`config.mk`:
```
export PLATFORM = sky130hd
export DESIGN_NAME = polara_chip_bringup_seq
export DESIGN_NICKNAME = d
export VERILOG_FILES = /design/src/rtl/polara_chip_bringup_seq.sv
export SDC_FILE = /design/constraint.sdc
export NUM_CORES = 1
export LEC_CHECK = 0
export ABC_AREA = 1
export BUFFER_PORTS_ARGS = -buffer_cell sky130_fd_sc_hd__buf_2
export CORE_MARGIN = 2
export CORE_UTILIZATION = 45
export CTS_CLUSTER_DIAMETER = 50
export CTS_CLUSTER_SIZE = 24
export DETAILED_ROUTE_END_ITERATION = 10
export GPL_TIMING_DRIVEN = 0
export PLACE_DENSITY_LB_ADDON = 0.05
export SYNTH_ARGS = -nofsm -noshare
export SYNTH_HDL_FRONTEND = slang
export SYNTH_SLANG_ARGS = --single-unit
```
`constraint.sdc`:
```
create_clock -name chipset_clk -period 2.85 [get_ports chipset_clk]
set_input_delay 0.285 -clock chipset_clk [delete_from_list [all_inputs] [get_ports chipset_clk]]
set_output_delay 0.285 -clock chipset_clk [all_outputs]
set_load 0.01 [all_outputs]
```
`src/rtl/polara_chip_bringup_seq.sv`:
```
// polara_chip_bringup_seq: power-up sequencer for the Polara chip and its FLL.
// Sequence: FLL reset, range config, lock wait, chip clock enable, chip reset release.
// Lock is watched in RUN; a lock timeout or a loss of lock parks the chip in ERROR.
module polara_chip_bringup_seq #(
  parameter int RST_HOLD_CYCLES   = 1024,
  parameter int CLK_SETTLE_CYCLES = 256,
  parameter int LOCK_TIMEOUT      = 65536,
  parameter int LOCK_STABLE       = 16,
  parameter int CFG_PULSE         = 4,
  parameter int CNT_W             = 17
) (
  input  logic       chipset_clk,
  input  logic       chipset_rst_n,
  input  logic       start,
  input  logic       stop,
  input  logic       use_fll,
  input  logic       async_mux_cfg,
  input  logic [3:0] fll_range_cfg,
  input  logic       fll_lock,
  output logic       chip_rst_n,
  output logic       chip_clk_en,
  output logic       chip_clk_mux_sel,
  output logic       chip_async_mux,
  output logic       fll_rst_n,
  output logic       fll_bypass,
  output logic       fll_opmode,
  output logic       fll_cfg_req,
  output logic [3:0] fll_range,
  output logic       chip_ready,
  output logic       seq_error,
  output logic [2:0] seq_state
);

  typedef enum logic [2:0] {
    IDLE     = 3'd0,
    FLL_RST  = 3'd1,
    FLL_CFG  = 3'd2,
    FLL_WAIT = 3'd3,
    CLK_EN   = 3'd4,
    CHIP_RST = 3'd5,
    RUN      = 3'd6,
    ERROR    = 3'd7
  } state_t;

  typedef struct packed {
    logic       chip_rst_n;
    logic       chip_clk_en;
    logic       chip_clk_mux_sel;
    logic       chip_async_mux;
    logic       fll_rst_n;
    logic       fll_bypass;
    logic       fll_opmode;
    logic       fll_cfg_req;
    logic [3:0] fll_range;
    logic       chip_ready;
    logic       seq_error;
  } pins_t;

  localparam pins_t PINS_RST = '{
    chip_rst_n: 1'b0, chip_clk_en: 1'b0, chip_clk_mux_sel: 1'b0, chip_async_mux: 1'b0,
    fll_rst_n: 1'b0, fll_bypass: 1'b1, fll_opmode: 1'b0, fll_cfg_req: 1'b0,
    fll_range: 4'h0, chip_ready: 1'b0, seq_error: 1'b0};

  // Terminal counts: the counter is 0 on the first edge in a state, so a
  // state of duration N leaves when the counter shows N-1.
  localparam logic [CNT_W-1:0] RST_LAST    = CNT_W'(RST_HOLD_CYCLES - 1);
  localparam logic [CNT_W-1:0] SETTLE_LAST = CNT_W'(CLK_SETTLE_CYCLES - 1);
  localparam logic [CNT_W-1:0] CFG_LAST    = CNT_W'(CFG_PULSE - 1);
  localparam logic [CNT_W-1:0] TMO_LAST    = CNT_W'(LOCK_TIMEOUT - 1);
  localparam logic [CNT_W-1:0] STABLE_CNT  = CNT_W'(LOCK_STABLE);

  state_t           state, state_nxt;
  pins_t            pins, pins_nxt;
  logic [CNT_W-1:0] cnt;
  logic [CNT_W-1:0] stab;
  logic             start_q;
  logic             lock_meta, lock_s;
  logic             cfg_use_fll, cfg_async;
  logic [3:0]       cfg_range;
  logic             cfg_use_fll_nxt, cfg_async_nxt;
  logic [3:0]       cfg_range_nxt;
  logic             launch;

  // A held-high start must not relaunch, so only a sampled rising edge counts.
  assign launch = (state == IDLE) && start && !start_q;

  // Config latches on launch; the output decode needs the value for the new state.
  always_comb begin
    cfg_use_fll_nxt = launch ? use_fll       : cfg_use_fll;
    cfg_async_nxt   = launch ? async_mux_cfg : cfg_async;
    cfg_range_nxt   = launch ? fll_range_cfg : cfg_range;
  end

  // State register, shared state counter, lock synchronizer, stability counter and output flops.
  always_ff @(posedge chipset_clk or negedge chipset_rst_n) begin
    if (!chipset_rst_n) begin
      state       <= IDLE;
      pins        <= PINS_RST;
      cnt         <= '0;
      stab        <= '0;
      start_q     <= 1'b0;
      lock_meta   <= 1'b0;
      lock_s      <= 1'b0;
      cfg_use_fll <= 1'b0;
      cfg_async   <= 1'b0;
      cfg_range   <= 4'h0;
    end else begin
      state       <= state_nxt;
      pins        <= pins_nxt;
      cnt         <= (state_nxt != state) ? '0 : cnt + CNT_W'(1);
      start_q     <= start;
      lock_meta   <= fll_lock;
      lock_s      <= lock_meta;
      cfg_use_fll <= cfg_use_fll_nxt;
      cfg_async   <= cfg_async_nxt;
      cfg_range   <= cfg_range_nxt;
      if (state != FLL_WAIT || !lock_s) stab <= '0;
      else if (stab != STABLE_CNT)      stab <= stab + CNT_W'(1);
    end
  end

  // Next-state: timed walk through the sequence; stop overrides everything.
  always_comb begin
    state_nxt = state;
    case (state)
      IDLE:     if (launch) state_nxt = use_fll ? FLL_RST : CLK_EN;
      FLL_RST:  if (cnt == RST_LAST) state_nxt = FLL_CFG;
      FLL_CFG:  if (cnt == CFG_LAST) state_nxt = FLL_WAIT;
      FLL_WAIT: begin
        // Lock is checked first so it wins a same-cycle tie with the timeout.
        if (stab == STABLE_CNT)    state_nxt = CLK_EN;
        else if (cnt == TMO_LAST)  state_nxt = ERROR;
      end
      CLK_EN:   if (cnt == SETTLE_LAST) state_nxt = CHIP_RST;
      CHIP_RST: if (cnt == RST_LAST) state_nxt = RUN;
      RUN:      if (cfg_use_fll && !lock_s) state_nxt = ERROR;
      ERROR:    state_nxt = ERROR;
      default:  state_nxt = IDLE;
    endcase
    if (stop) state_nxt = IDLE;
  end

  // Output decode of the next state; pins not named for a state keep their last value.
  always_comb begin
    pins_nxt = pins;
    case (state_nxt)
      IDLE:     pins_nxt = PINS_RST;
      FLL_RST:  pins_nxt.fll_rst_n = 1'b0;
      FLL_CFG: begin
        pins_nxt.fll_rst_n   = 1'b1;
        pins_nxt.fll_range   = cfg_range_nxt;
        pins_nxt.fll_cfg_req = 1'b1;
      end
      FLL_WAIT: begin
        pins_nxt.fll_bypass  = 1'b0;
        pins_nxt.fll_opmode  = 1'b1;
        pins_nxt.fll_cfg_req = 1'b0;
      end
      CLK_EN: begin
        pins_nxt.chip_clk_en      = 1'b1;
        pins_nxt.chip_clk_mux_sel = cfg_use_fll_nxt;
      end
      CHIP_RST: pins_nxt.chip_rst_n = 1'b0;
      RUN:      pins_nxt.chip_rst_n = 1'b1;
      ERROR: begin
        pins_nxt.chip_rst_n  = 1'b0;
        pins_nxt.chip_clk_en = 1'b0;
        pins_nxt.fll_rst_n   = 1'b0;
        pins_nxt.fll_bypass  = 1'b1;
        pins_nxt.fll_opmode  = 1'b0;
      end
      default:  pins_nxt = PINS_RST;
    endcase
    pins_nxt.chip_ready     = (state_nxt == RUN);
    pins_nxt.seq_error      = (state_nxt == ERROR);
    pins_nxt.chip_async_mux = (state_nxt != IDLE) && cfg_async_nxt;
  end

  assign chip_rst_n       = pins.chip_rst_n;
  assign chip_clk_en      = pins.chip_clk_en;
  assign chip_clk_mux_sel = pins.chip_clk_mux_sel;
  assign chip_async_mux   = pins.chip_async_mux;
  assign fll_rst_n        = pins.fll_rst_n;
  assign fll_bypass       = pins.fll_bypass;
  assign fll_opmode       = pins.fll_opmode;
  assign fll_cfg_req      = pins.fll_cfg_req;
  assign fll_range        = pins.fll_range;
  assign chip_ready       = pins.chip_ready;
  assign seq_error        = pins.seq_error;
  assign seq_state        = state;

endmodule

```
Word-level counts from Yosys, hierarchy flattened
Index checks and enable logic that the tools add are counted.
{"block": "word_totals", "ff_bits": 60, "latch_bits": 0, "ram_bits": 0, "rom_bits": 0, "input_bits": 11, "out_inout_bits": 17, "n_memories": 0}
{"block": "op_classes", "n_addsub": 2, "multipliers": 0, "div_mod_pow": 0, "magnitude_cmp": 0, "eq_ne": 22, "shifts": 0, "n_mux": 24, "n_bitwise": 0, "n_reduce_logical": 22}
{"operator": "two-way mux 17 bit", "n": 3}
{"operator": "adder 17 x 1 -> 17 bit (second input constant)", "n": 2}
{"operator": "two-way mux 3 bit", "n": 10}
{"operator": "== test 3 bit (second input constant)", "n": 8}
{"operator": "case mux 3 bit (8 select lines)", "n": 1}
{"operator": "== test 17 x 10 -> 1 bit (second input constant)", "n": 1}
{"operator": "== test 17 x 16 -> 1 bit (second input constant)", "n": 1}
{"operator": "== test 17 x 2 -> 1 bit (second input constant)", "n": 1}
{"operator": "== test 17 x 5 -> 1 bit (second input constant)", "n": 1}
{"operator": "== test 17 x 8 -> 1 bit (second input constant)", "n": 1}
{"operator": "inequality test 17 x 5 -> 1 bit (second input constant)", "n": 1}
{"operator": "nonzero test 2 bit", "n": 8}
{"operator": "== test 3 x 2 -> 1 bit (second input constant)", "n": 4}
{"operator": "case mux 1 bit (2 select lines)", "n": 5}
{"operator": "case mux 4 bit (2 select lines)", "n": 1}
{"operator": "== test 3 x 1 -> 1 bit (second input constant)", "n": 2}
{"operator": "zero test 3 bit", "n": 2}
{"operator": "OR reduction 3 bit", "n": 2}
{"operator": "logical AND 1 bit", "n": 4}
{"operator": "two-way mux 4 bit", "n": 1}
{"operator": "case mux 2 bit (2 select lines)", "n": 1}
{"operator": "OR reduction 2 bit", "n": 2}
{"operator": "inequality test 3 x 2 -> 1 bit (second input constant)", "n": 1}
{"operator": "inequality test 3 bit", "n": 1}
{"operator": "other kinds (4)", "n": 6}

Logic depth before layout (Yosys ltp)
Gate-level depths: netlist (run 1).
{"block": "depth", "word_depth": 9, "ltp_mapped": 19}

Worst setup path before layout (run 1)
OpenSTA, ideal clock, no wires.
{"block": "synth_path", "kind": "register to register", "from": "register cnt[0]", "to": "register cnt[7]", "arrival_time_ns": 2.247, "required_ns": 2.722, "slack_ns": 0.476, "path_stages_with_launch": 19, "n_path_buf": 1, "synth_period_minus_slack_ns": 2.374, "path_cell_list": "dfrtp_1 -> ha_1 -> nand3_2 -> nor2_4 -> inv_1 -> nor3_1 -> nand2_1 -> nor3_1 -> ha_1 -> inv_1 -> nand2_1 -> nand2_1 -> nand2_1 -> nand3b_1 -> nand2_2 -> nor2_4 -> nand3_4 -> buf_12 -> nor2_4"}
{"block": "synth_between", "elab_chain_len": 7, "elab_cells_between_ends": 15, "cone_classes": "1 x add/sub; 5 x eq/ne; 9 x mux"}
{"element": "start, declared", "line": "74", "text": "logic [CNT_W-1:0] cnt;"}
{"element": "start signal, assigned", "line": "110", "text": "cnt <= (state_nxt != state) ? '0 : cnt + CNT_W'(1);"}
{"element": "== test 17 x 16 -> 1 bit", "line": "132", "text": "else if (cnt == TMO_LAST) state_nxt = ERROR;"}
{"element": "two-way mux 3 bit", "line": "132"}
{"element": "two-way mux 3 bit", "line": "131", "text": "if (stab == STABLE_CNT) state_nxt = CLK_EN;"}
{"element": "case mux 3 bit (8 select lines)", "line": "125", "text": "case (state)"}
{"element": "two-way mux 3 bit", "line": "140", "text": "if (stop) state_nxt = IDLE;"}
{"element": "inequality test 3 bit", "line": "110"}
{"element": "two-way mux 17 bit (*)", "line": "110"}
Every way passes the cells marked *; elsewhere a longest branch is shown, timed or not.
A chain may end at the register's enable or synchronous reset.

Final worst setup path (run 1)
{"block": "layout_path", "from": "register cnt[0]", "to": "register cnt[14]"}
The elaborated chain is that of the path after synthesis.

==> results of run 1 <==
[area by class of cell]
type / instances / area (um^2) / share of cell area (%)
sequential: 60 / 1503 / 42.11
multi-input combinational: 258 / 1413 / 39.59
inverter: 51 / 191.4 / 5.365
timing repair buffer: 30 / 160.2 / 4.488
clock buffer: 11 / 141.4 / 3.962
tap: 80 / 100.1 / 2.805
clock inverter: 5 / 36.28 / 1.017
buffer: 2 / 23.77 / 0.6662
[timing repair]
action / CTS / global route
buffers inserted: 0 / 3
resized for setup: 0 / 3
endpoints found under the setup margin: 0 / 30
[worst paths after layout]
path	cells past startpoint	endpoint
worst max-delay path	18	cnt[14]
worst min-delay path	1	cnt[1]
worst max register to register	18	cnt[14]
worst min register to register	0	lock_s
max in group asynchronous	1	stab[5]
min in group chipset_clk	1	start_q
[worst register-to-register path: cells and delay by family, from the launching register on]
kind	cells	cell delay, ns
adders and majority gates	2	0.40
and+or+nand+nor	13	1.30
buffers and inverters	3	0.31
DFF	1	0.38
[logic make-up (layout without fill, tap and decap cells)]
| logic type | after synthesis | in the layout | share of synthesized area [%] |
|---|---|---|---|
| AO/OA/AOI/OAI | 32 | 32 | 6.180 |
| XOR/XNOR | 11 | 11 | 3.090 |
| adder cells (fa/ha/maj) | 4 | 4 | 1.605 |
| buffers and inverters | 53 | 99 | 6.902 |
| flip-flops | 60 | 60 | 48.19 |
| AND/OR/NAND/NOR | 211 | 211 | 34.03 |
[Yosys cell counts, drive strengths merged]
master	n
a211oi	2
a21oi	13
a41oi	1
buf	1
clkbuf	1
dfrtp	59
dfstp	1
ha	4
inv	51
nand2	103
nand3	27
nand3b	1
nand4	4
nor2	66
nor3	8
nor4	1
nor4b	1
o21ai	14
o21bai	1
o221a	1
xnor2	3
xor2	8
[power breakdown]
| part | total [mW] | switching (mW) | internal (mW) |
|---|---|---|---|
| Combinational | 0.242 | 0.153 | 0.0894 |
| Clock | 0.686 | 0.346 | 0.340 |
| Sequential | 0.939 | 0.0366 | 0.903 |
| Total | 1.87 | 0.535 | 1.33 |
[sequential cells by signal, indices dropped and copies added, names as in the netlist, 3 cells and up]
signal / cells
cfg_range: 4
fll_range: 4
seq_state: 3
stab: 17
cnt: 17
[stage by stage]
step / setup slack [ns] / area (um^2) / power [mW] / util, % / std cells
floorplan: 0.4759 / 3118 / 1.125 / - / 371
global placement: 0.08899 / 3353 / 1.191 / 49.63 / 478
detailed placement: 0.05901 / 3353 / 1.195 / 49.63 / 478
CTS: 0.04387 / 3531 / 1.892 / 52.26 / 494
global route: 0.06251 / 3568 / 1.977 / 52.81 / 497
finish: 0.3363 / 3568 / 1.868 / 52.81 / 497
[layer usage]
| metal | vias to the layer above | global-route usage [%] | wire [um] |
|---|---|---|---|
| met3 | 9 | 6.066 | 222 |
| met2 | 34 | 28.58 | 2793 |
| met1 | 1080 | 25.43 | 3026 |
| met5 | - | 0 | 0 |
| met4 | 0 | 6.713 | 78 |
| li1 | 1250 | - | - |
==> qor.txt, run 1 <==
Area leader, netlist -> dfrtp_1
Gr usage total -> 18.86%
Crit-path max FO -> 10
Clk sinks -> 60
Layout fillers -> 663
Avg Synthesized Cell Area -> 8.404 um^2
Slew Limit Fails -> 0
Most frequent cells in the layout -> nand2_1, dfrtp_1, nor2_1
Die Wd -> 87.24 um
Layout cell share with drive strength beyond 1 -> 23.26%
Gr ovfl total -> 0
Critical path startpoint category -> flip-flop
CP arrival -> 2.73 ns
DRT antenna net count -> 0
Hold crit path type -> in -> async
Synthesized cell area -> 3118 um^2
# nets final -> 427
Fmax -> 0.3978 GHz
Hold-fix buffers, CTS -> 0
R2R Setup Slk -> 0.34 ns
TNS Setup -> 0 ns
Largest net degree at the start of global routing -> 61
Final setup violation count -> 0
TritonCTS Buffers -> 9
Routed vias -> 2,373
Pre-antenna DRT Iters -> 4
CTS tree -> built
Final WL -> 6.121 mm
Maximum vdd drop -> 0.3390 mV
Vias in the first global route -> 2,399
Endpoints failing hold -> 0
Die area -> 7611 um^2
Fin crit share -> 88.20%
Number of port buffers -> 27
Min Clock Period, post-route -> 2.514 ns
Critical-path cell list -> ha_2 -> nand3_2 -> nor2_4 -> inv_1 -> nor3_2 -> nand2_1 -> nor3_2 -> ha_1 -> inv_1 -> nand2_1 -> nand2_1 -> nand2_1 -> nand3b_1 -> nand2_2 -> nor2_4 -> nand3_4 -> buf_12 -> nor2_4
# DRC -> 0
PwrDens -> 523.4 nW/um^2
Crit-path slowest cell -> dfrtp_1
P&R area growth vs syn -> 14.45%
Top delay family on crit path -> simple AND/OR/NAND/NOR gates
Netlist cell types -> 34
Synth area leaders -> dfrtp_1, nand2_1, nor2_1, inv_1, nor2_4
LEAKAGE -> 1.778 nW
Setup crit start -> cnt[0]
Synth warn -> 0
# diodes -> 0
Num rows -> 30
CORE AREA -> 6756 um^2
Area fraction of the dominant cell type after synthesis -> 47.35%
Worst Tran Pin Value -> 0.7544 ns
Boundary Pins -> 28
Seq/Total Area, Yosys -> 48.19%
Worst-Skew Late Latency -> 0.34 ns
Final GP Congestion -> 0.8265
Highest cell delay on the worst timing path -> 0.38 ns
Dpl hpwl -> 4.300 mm
WP data required -> 3.07 ns
Status -> completed
Die H -> 87.24 um
Initial DRC Count -> 75
CP most frequent cell -> nand2_1
Rel. slew slack -> 49.71%
Worst Path Buf+Inv -> 3
RSZ-0062 raised after global routing -> false
Bufs on Longest Clock Path -> 2
Most common cell after layout, fill and taps aside -> nand2_1
CTS clk-pin slew, worst paths -> 0.08 ns
Clk_skew -> 0.01457 ns
Synthesized flop and latch total -> 60
Post-synth net total -> 386
Synth Instances -> 371
Initial antenna violation count -> 0
Worst Setup End Kind -> flip-flop
WL per Instance -> 12.32 um
MaxCap Viol Count -> 0
Critical path class -> reg -> reg
H-tree depth -> 3
Launching point of the worst reg2reg path -> cnt[0]
Hold slack -> 0.01674 ns
Starting Density -> 46.15%
Clk root buf -> clkbuf_8
Global-route wire length before repair -> 11.06 mm
Via/cell ratio -> 4.775
Note: power is estimated with default switching activity, not from simulation.
==> run 2: changes to the inputs <==
- GPL_TIMING_DRIVEN: 0 -> not set
- SKIP_LAST_GASP: not set -> 1
==> qor.txt, run 2 (synthesis gave the netlist of run 1 again) <==
CORE AREA -> 6756 um^2
Initial antenna violation count -> 0
Gr ovfl total -> 0
Worst Path Buf+Inv -> 4
Critical-path cell list -> ha_1 -> nand3_2 -> nor2_4 -> inv_1 -> nor3_2 -> nand2_1 -> nor3_1 -> ha_1 -> inv_1 -> nand2_1 -> nand2_1 -> a21oi_4 -> inv_2 -> nand2_2 -> nor2_4 -> inv_2 -> nand2_1
Rel. slew slack -> 56.61%
Worst Setup End Kind -> flip-flop
# DRC -> 0
WP data required -> 3.08 ns
# diodes -> 0
LEAKAGE -> 1.848 nW
CP most frequent cell -> nand2_1
# nets final -> 433
Hold slack -> 0.06313 ns
Largest regs -> cnt x17, stab x17
Num rows -> 30
Starting Density -> 46.15%
Die H -> 87.24 um
Bufs on Longest Clock Path -> 2
Clk root buf -> clkbuf_8
Crit-path max FO -> 6
P&R area growth vs syn -> 18.02%
Most common cell after layout, fill and taps aside -> nand2_1
Critical path class -> reg -> reg
Number of port buffers -> 27
Gr usage total -> 18.07%
Util after Layout -> 54.46%
Fin crit share -> 86.35%
RSZ-0062 raised after global routing -> false
Die area -> 7611 um^2
MaxCap Viol Count -> 0
CTS clk-pin slew, worst paths -> 0.07 ns
Worst-Skew Late Latency -> 0.34 ns
Hold crit path type -> in -> reg
Tot Pwr -> 2.089 mW
PwrDens -> 567.7 nW/um^2
Clk_skew -> 0.01468 ns
Highest cell delay on the worst timing path -> 0.37 ns
Min Clock Period, post-route -> 2.461 ns
Layout cell share with drive strength beyond 1 -> 24.11%
Crit-path slowest cell -> dfrtp_1
Final WL -> 6.057 mm
Routed vias -> 2,419
Most frequent cells in the layout -> nand2_1, dfrtp_1, nor2_1
WL per Instance -> 12.04 um
CP arrival -> 2.69 ns
Final GP Congestion -> 0.7957
Boundary Pins -> 28
TNS Setup -> 0 ns
Placed instance area -> 3357 um^2
Largest net degree at the start of global routing -> 34
Final setup violation count -> 0
Worst Tran Pin Value -> 0.6508 ns
Final instance area -> 3680 um^2
Pre-antenna DRT Iters -> 4
Critical path startpoint category -> flip-flop
Die Wd -> 87.24 um
Maximum vdd drop -> 0.5000 mV
Initial DRC Count -> 71
Slew Limit Fails -> 0
TritonCTS Buffers -> 9
Fmax -> 0.4063 GHz
H-tree depth -> 3
Global-route wire length before repair -> 10.62 mm
CTS tree -> built
Vias in the first global route -> 2,260
DRT antenna net count -> 0
Dpl hpwl -> 4.377 mm
Top delay family on crit path -> simple AND/OR/NAND/NOR gates
Clk sinks -> 60
Status -> completed
Endpoints failing hold -> 0
Layout fillers -> 642
Via/cell ratio -> 4.809
[run 2: cell types whose count changed in the layout (fill, tap and decap cells not counted), sizes merged]
cell / before / now
clkinvlp: 3 / 2
buf: 31 / 37
clkbuf: 12 / 11
inv: 52 / 51
dlygate4sd3: 0 / 1
bufinv: 0 / 2
[run 2: final timing paths]
kind	slack (ns)	to	from	cells past startpoint
setup / recovery	0.39	fll_rst_n	cnt[0]	17
hold / removal	0.06	lock_meta	fll_lock	1
setup reg to reg	0.39	fll_rst_n	cnt[0]	17
hold reg to reg	0.36	lock_s	lock_meta	0
max in group asynchronous	1.67	fll_bypass	chipset_rst_n	3
min in group asynchronous	0.51	cnt[9]	chipset_rst_n	2
[run 2: repair_timing]
action	in CTS	in global routing
resized for setup	0	1
hold buffers	1	0
setup buffers	0	8
setup endpoints to repair	0	28
hold endpoints to repair	27	0
[run 2: cell type report]
| class | count | area (um^2) | share of cell area [%] |
|---|---|---|---|
| clock inverters | 5 | 83.83 | 2.278 |
| clock buffers | 11 | 151.4 | 4.114 |
| well taps | 80 | 100.1 | 2.720 |
| flip-flops and latches | 60 | 1503 | 40.84 |
| multi-input cells | 258 | 1405 | 38.18 |
| inverters | 51 | 191.4 | 5.202 |
| repair buffers | 38 | 245.2 | 6.664 |
[run 2: metrics by stage]
stage | worst slack, ns | instances
finish | 0.3890 | 503
global route | 0.02889 | 503
CTS | 0.08607 | 495
detailed placement | 0.1173 | 478
global placement | 0.2312 | 478
floorplan | 0.4759 | 371
[run 2: layer usage]
metal  GRT usage, %  vias to the layer above  share of wire [%]
met5              0                        -                  0
met4          7.552                        0                1.2
li1               -                     1258                  -
met3          5.308                        8                3.6
met2          26.72                       41                 45
met1          24.74                     1112                 50
[run 2: report_power, final]
group | total (mW) | leakage [nW] | switching [mW] | internal, mW
clock | 0.895 | 0.112 | 0.353 | 0.541
combinational | 0.257 | 0.923 | 0.155 | 0.102
sequential | 0.937 | 0.813 | 0.0349 | 0.902
